[src/rtl/mul_div_pkg.sv]
// Shared encodings for the iterative multiply/divide unit.
// Holds the op codes, the FSM states and the counter-width helper.
package mul_div_pkg;

    typedef enum logic [1:0] {
        OP_MUL  = 2'b00,
        OP_MULU = 2'b01,
        OP_DIV  = 2'b10,
        OP_DIVU = 2'b11
    } op_e;

    typedef enum logic [1:0] {
        ST_IDLE = 2'b00,
        ST_CALC = 2'b01,
        ST_FIX  = 2'b10,
        ST_DONE = 2'b11
    } state_e;

    // The counter must be able to hold WIDTH itself.
    function automatic int cnt_width(input int width);
        return $clog2(width + 1);
    endfunction

endpackage

[src/rtl/mul_div_step.sv]
// One iteration of the datapath: a shift-add multiply step or a restoring
// divide step, operating on unsigned magnitudes in a 2*WIDTH accumulator.
module mul_div_step #(
    parameter int WIDTH = 32
) (
    input  logic                 i_div,
    input  logic [2*WIDTH-1:0]   i_acc,
    input  logic [WIDTH-1:0]     i_opnd,
    output logic [2*WIDTH-1:0]   o_acc,
    output logic                 o_qbit
);

    logic [WIDTH:0]   w_sum;
    logic [WIDTH-1:0] w_rem;
    logic             w_ge;

    // Divide: acc = {partial remainder, remaining dividend bits}; the quotient
    // bit goes out on o_qbit and the accumulator LSB is left clear for it.
    always_comb begin
        w_sum  = {1'b0, i_acc[2*WIDTH-1:WIDTH]} + {1'b0, (i_acc[0] ? i_opnd : {WIDTH{1'b0}})};
        w_ge   = (i_acc[2*WIDTH-1:WIDTH-1] >= {1'b0, i_opnd});
        w_rem  = i_acc[2*WIDTH-2:WIDTH-1] - i_opnd;
        o_qbit = 1'b0;
        o_acc  = '0;
        if (i_div) begin
            o_qbit = w_ge;
            o_acc  = {(w_ge ? w_rem : i_acc[2*WIDTH-2:WIDTH-1]), i_acc[WIDTH-2:0], 1'b0};
        end else begin
            o_acc  = {w_sum, i_acc[WIDTH-1:1]};
        end
    end

endmodule

[src/rtl/mul_div_unit.sv]
// Iterative multiply/divide unit with start/busy/done handshake.
// Fixed latency: WIDTH iterations plus one sign-fix cycle, then a done pulse.
//
// state   | meaning
// IDLE    | waiting for start
// CALC    | one shift-add / restore-subtract iteration per cycle
// FIX     | sign correction, exception overrides, load results
// DONE    | done pulse; a start here is accepted back-to-back
module mul_div_unit
    import mul_div_pkg::*;
#(
    parameter int WIDTH = 32
) (
    input  logic             clk,
    input  logic             rst,
    input  logic             start,
    input  logic [1:0]       op,
    input  logic [WIDTH-1:0] operand_a,
    input  logic [WIDTH-1:0] operand_b,
    output logic             busy,
    output logic             done,
    output logic [WIDTH-1:0] result_lo,
    output logic [WIDTH-1:0] result_hi,
    output logic             div_by_zero
);

    localparam int CW = cnt_width(WIDTH);
    localparam logic [CW-1:0] LAST_ITER = CW'(WIDTH - 1);

    state_e             r_state;
    logic               r_div;
    logic               r_neg_main;
    logic               r_neg_rem;
    logic               r_b_zero;
    logic [WIDTH-1:0]   r_a_orig;
    logic [WIDTH-1:0]   r_opnd;
    logic [2*WIDTH-1:0] r_acc;
    logic [CW-1:0]      r_cnt;

    logic               w_is_div;
    logic               w_neg_a;
    logic               w_neg_b;
    logic [WIDTH-1:0]   w_mag_a;
    logic [WIDTH-1:0]   w_mag_b;
    logic [2*WIDTH-1:0] w_acc_next;
    logic               w_qbit;
    logic [2*WIDTH-1:0] w_prod;
    logic [WIDTH-1:0]   w_quot;
    logic [WIDTH-1:0]   w_rem;

    // Two's-complement negation of the most negative value yields 2^(WIDTH-1) unsigned.
    always_comb begin
        w_is_div = (op == OP_DIV) || (op == OP_DIVU);
        w_neg_a  = ((op == OP_MUL) || (op == OP_DIV)) && operand_a[WIDTH-1];
        w_neg_b  = ((op == OP_MUL) || (op == OP_DIV)) && operand_b[WIDTH-1];
        w_mag_a  = w_neg_a ? -operand_a : operand_a;
        w_mag_b  = w_neg_b ? -operand_b : operand_b;
        w_prod   = r_neg_main ? -r_acc : r_acc;
        w_quot   = r_neg_main ? -r_acc[WIDTH-1:0] : r_acc[WIDTH-1:0];
        w_rem    = r_neg_rem ? -r_acc[2*WIDTH-1:WIDTH] : r_acc[2*WIDTH-1:WIDTH];
    end

    mul_div_step #(.WIDTH(WIDTH)) u_step (
        .i_div  (r_div),
        .i_acc  (r_acc),
        .i_opnd (r_opnd),
        .o_acc  (w_acc_next),
        .o_qbit (w_qbit)
    );

    always_ff @(posedge clk) begin
        if (rst) begin
            r_state     <= ST_IDLE;
            r_div       <= 1'b0;
            r_neg_main  <= 1'b0;
            r_neg_rem   <= 1'b0;
            r_b_zero    <= 1'b0;
            r_a_orig    <= '0;
            r_opnd      <= '0;
            r_acc       <= '0;
            r_cnt       <= '0;
            busy        <= 1'b0;
            done        <= 1'b0;
            result_lo   <= '0;
            result_hi   <= '0;
            div_by_zero <= 1'b0;
        end else begin
            done <= 1'b0;
            case (r_state)
                ST_IDLE, ST_DONE: begin
                    if (start) begin
                        r_div      <= w_is_div;
                        r_neg_main <= w_neg_a ^ w_neg_b;
                        r_neg_rem  <= w_neg_a;
                        r_b_zero   <= (operand_b == '0);
                        r_a_orig   <= operand_a;
                        r_acc      <= {{WIDTH{1'b0}}, (w_is_div ? w_mag_a : w_mag_b)};
                        r_opnd     <= w_is_div ? w_mag_b : w_mag_a;
                        r_cnt      <= '0;
                        busy       <= 1'b1;
                        r_state    <= ST_CALC;
                    end else begin
                        r_state    <= ST_IDLE;
                    end
                end
                ST_CALC: begin
                    r_acc <= w_acc_next | {{(2*WIDTH-1){1'b0}}, w_qbit};
                    r_cnt <= r_cnt + CW'(1);
                    if (r_cnt == LAST_ITER) begin
                        r_state <= ST_FIX;
                    end
                end
                ST_FIX: begin
                    // MIN/-1 needs no override: magnitude 2^(WIDTH-1) already wraps to MIN.
                    if (r_div && r_b_zero) begin
                        result_lo   <= '1;
                        result_hi   <= r_a_orig;
                        div_by_zero <= 1'b1;
                    end else if (r_div) begin
                        result_lo   <= w_quot;
                        result_hi   <= w_rem;
                        div_by_zero <= 1'b0;
                    end else begin
                        result_lo   <= w_prod[WIDTH-1:0];
                        result_hi   <= w_prod[2*WIDTH-1:WIDTH];
                        div_by_zero <= 1'b0;
                    end
                    busy    <= 1'b0;
                    done    <= 1'b1;
                    r_state <= ST_DONE;
                end
                default: r_state <= ST_IDLE;
            endcase
        end
    end

endmodule
[config.mk]
export PLATFORM = sky130hd
export DESIGN_NAME = mul_div_unit
export DESIGN_NICKNAME = d
export VERILOG_FILES = /design/src/rtl/mul_div_pkg.sv /design/src/rtl/mul_div_step.sv /design/src/rtl/mul_div_unit.sv
export SDC_FILE = /design/constraint.sdc
export NUM_CORES = 1
export LEC_CHECK = 0
export ABC_CLOCK_PERIOD_IN_PS = 7450
export CAP_MARGIN = 20
export CORE_MARGIN = 5
export CORE_UTILIZATION = 45
export DETAILED_ROUTE_END_ITERATION = 12
export PLACE_DENSITY_LB_ADDON = 0.25
export SYNTH_ARGS = -nofsm -noshare
export SYNTH_HDL_FRONTEND = slang
export SYNTH_SLANG_ARGS = --single-unit
[constraint.sdc]
create_clock -name clk -period 7.45 [get_ports clk]
set_input_delay 2.235 -clock clk [delete_from_list [all_inputs] [get_ports clk]]
set_output_delay 2.235 -clock clk [all_outputs]
set_load 0.03 [all_outputs]
==> results.cfg <==
[timing]
max_slew.worst_pin.slew_ps = 1070
setup_violations = 0
setup_ws_ps = 2110
slew_viol_final = 0
rsz0062_at_grt = no
fin_crit_sh_pct = 71.7
clock_skew_ps = 14.8
fin_crit_ps = 5340
relSlewSlack_pct = 28.9
setup-tns-final_ps = 0
max_freq_mhz = 187
final-hold-violation-count = 0

[final_layout]
design_area_um2 = 17900
drive_gt1_share_pct = 5.76
layout.nets = 2275
fillers = 3291
n_antenna_cell = 0
syn_to_final_growth_pct = 16.0

[clocking]
clockBufferDepth = 3
h-tree-depth = 1
cts_setup_buffers = 0
cts_tree = yes
clk_pin_slew_ps = 60
cts_resized = 0
cts_hold_buf = 0
clkLatencyLatePin_ps = 550
cts_num_sinks = 207
cts_buffers = 26
root_buffer = clkbuf_16

[die]
die_area_um2 = 38100
die_y_um = 195
start_util_pct = 45.8
core.rowCount = 67
coreArea_um2 = 33700
ioPinCount = 136
die_w_um = 195

[route]
ant_nets = 0
viasPerCell = 6.24
drt-total-wl_mm = 58.3
drtIter0Drc = 1538
dr.pass1.iters = 7
vias = 16200
drc = 0
routedWlPerCell_um = 22.4

[synth]
syn-instance-count = 2091
syn_nets = 2233
synth.yosys.seq_area_share_pct = 26.9
synthSimpleGateAreaFrac_pct = 21.0
synth_area_um2 = 15400
synth-compound-area-share_pct = 27.8
async_flop_share_pct = 0
yosys.area_share.adder_pct = 6.02
synth_xor_area_share_pct = 9.54
synth_top_family_by_area = compound AO/OA/AOI/OAI gates
avgSynthCellArea_um2 = 7.38
muxShareOfSynthArea_pct = 3.62
synth_edf_count = 0
synthFlopType = dfxtp_1
yosysWarnings = 0
ys_seq_elements = 207
synthDistinctLibCells = 74

[place]
preCtsSetupSlack_ps = 1640
hpwl_mm = 43.6
placed_area_um2 = 17000
port_buffers = 135
gp_congestion = 0.936

[min_path]
hp-start = r_opnd[19]$_SDFFE_PP0P_
hold_class = flop to flop

[global_route]
antenna_found_initial = 0
grt_pass1_wl_mm = 88.9
grt_pass1_vias = 15100
grt.total_usage_pct = 28.9
grt_max_degree = 90
grt_overflow = 0

[critical_path]
rr_worst_depth = 11
start_kind = primary input
r2r-end = r_acc[62]$_SDFFE_PP0P_
path_class = primary input to flop
r2r_start = r_acc[32]$_SDFFE_PP0P_
worstPathArrival_ps = 5800
critPathMaxFanout = 7
crit_start = operand_a[2]
cp.required_ps = 7900
rrSetupSlack_ps = 3200
cp-endpoint = r_opnd[31]$_SDFFE_PP0P_
end_kind = flop

[power_and_ir_drop]
vdd_ir_drop_max_mv = 0.254
leakagePower_nw = 6.94
p_total_mw = 5.67
p_per_area_nw_per_um2 = 317

[status]
status = complete, no violations

[flow_run]
maxCapViolCount = 0
[layout make-up]
type / count / area, µm² / share of cell area [%]
clock buffers: 38 / 746 / 4.17
clock inverters: 9 / 134 / 0.748
inverters: 68 / 255 / 1.43
multi-input cells: 1672 / 10500 / 58.8
flip-flops and latches: 207 / 4150 / 23.2
well taps: 448 / 561 / 3.13
repair buffers: 158 / 1540 / 8.60
[logic make-up after synthesis]
logic type | count (synthesis)
compound gates | 657
xor+xnor | 168
fa+ha+maj | 73
buf+inv | 212
flops | 207
mux | 52
simple gates | 722
[layer usage]
| layer | wire (µm) | global-route usage, % |
|---|---|---|
| met5 | 0 | 0 |
| met4 | 2100 | 9.18 |
| met3 | 5530 | 5.55 |
| met2 | 25300 | 44.9 |
| met1 | 25400 | 40.6 |
[power breakdown]
part           internal (mW)  switching (mW)  total (mW)
combinational           1.01            1.71        2.72
clock                  0.796           0.526        1.32
sequential              1.36           0.263        1.62
[placed cells by master, fill, tap and decap left out, types with 22 or more instances in the layout]
cell type / n
mux2i_1: 22
ha_1: 70
o211ai_1: 50
a311oi_1: 23
nor3_1: 55
a211oi_1: 55
o21ai_0: 95
nor2_1: 224
o22ai_1: 38
inv_1: 67
a31oi_1: 27
dfxtp_1: 206
nand2_1: 272
nand3_1: 28
nand2b_1: 24
xor2_1: 54
mux2_2: 30
xnor2_1: 114
clkdlybuf4s50_1: 133
clkbuf_16: 26
o31ai_1: 27
a21oi_1: 192
a21o_1: 34
[state kept, by name (all words and copies together), names as in the netlist, 2 cells and up]
| name | count |
|---|---|
| r_cnt | 6 |
| r_acc | 64 |
| r_opnd | 32 |
| r_state | 2 |
| result_hi | 32 |
| r_a_orig | 32 |
| result_lo | 32 |
[cells in the mapped netlist (all sizes together), types with 25 or more instances]
library cell | number | area (µm²)
a21oi | 192 | 961
nand2 | 273 | 1020
ha | 71 | 888
o21ai | 99 | 499
inv | 67 | 251
nand3 | 28 | 140
xnor2 | 114 | 998
mux2 | 30 | 338
nor2 | 226 | 848
a211oi | 55 | 413
clkbuf | 119 | 447
o31ai | 27 | 203
o211ai | 50 | 375
a21o | 34 | 255
o22ai | 38 | 238
a31oi | 27 | 169
dfxtp | 207 | 4140
buf | 25 | 103
nor3 | 55 | 275
xor2 | 54 | 473
[how the worst min path moves through the flow]
stage	to	slack [ps]	depth (start not counted)
2_1_floorplan	r_opnd[26]$_SDFFE_PP0P_	430	2
3_3_place_gp	r_a_orig[24]$_SDFFE_PP0P_	440	2
3_5_place_dp	r_a_orig[24]$_SDFFE_PP0P_	440	2
4_1_cts	r_a_orig[24]$_SDFFE_PP0P_	450	2
5_1_grt	r_a_orig[10]$_SDFFE_PP0P_	470	2
6_report	r_opnd[19]$_SDFFE_PP0P_	450	2
[worst max-delay path: stages]
cell and delay, ps:
clkdlybuf4s50_1 510, nor4_1 610, buf_2 270, nand4_1 200, nor3_1 880, nand2_1 130
nor4b_1 310, o21ai_0 160, o21ai_0 200, a31oi_1 60, a211oi_1 220
[per-stage QoR]
step	hold WS [ps]	cells	util (%)
CTS	452	2598	53.0
global route	468	2600	53.1
detailed placement	445	2551	50.4
floorplan	432	2091	-
global placement	440	2550	50.4
finish	451	2600	53.1
Note: power is estimated with default switching activity, not from simulation.
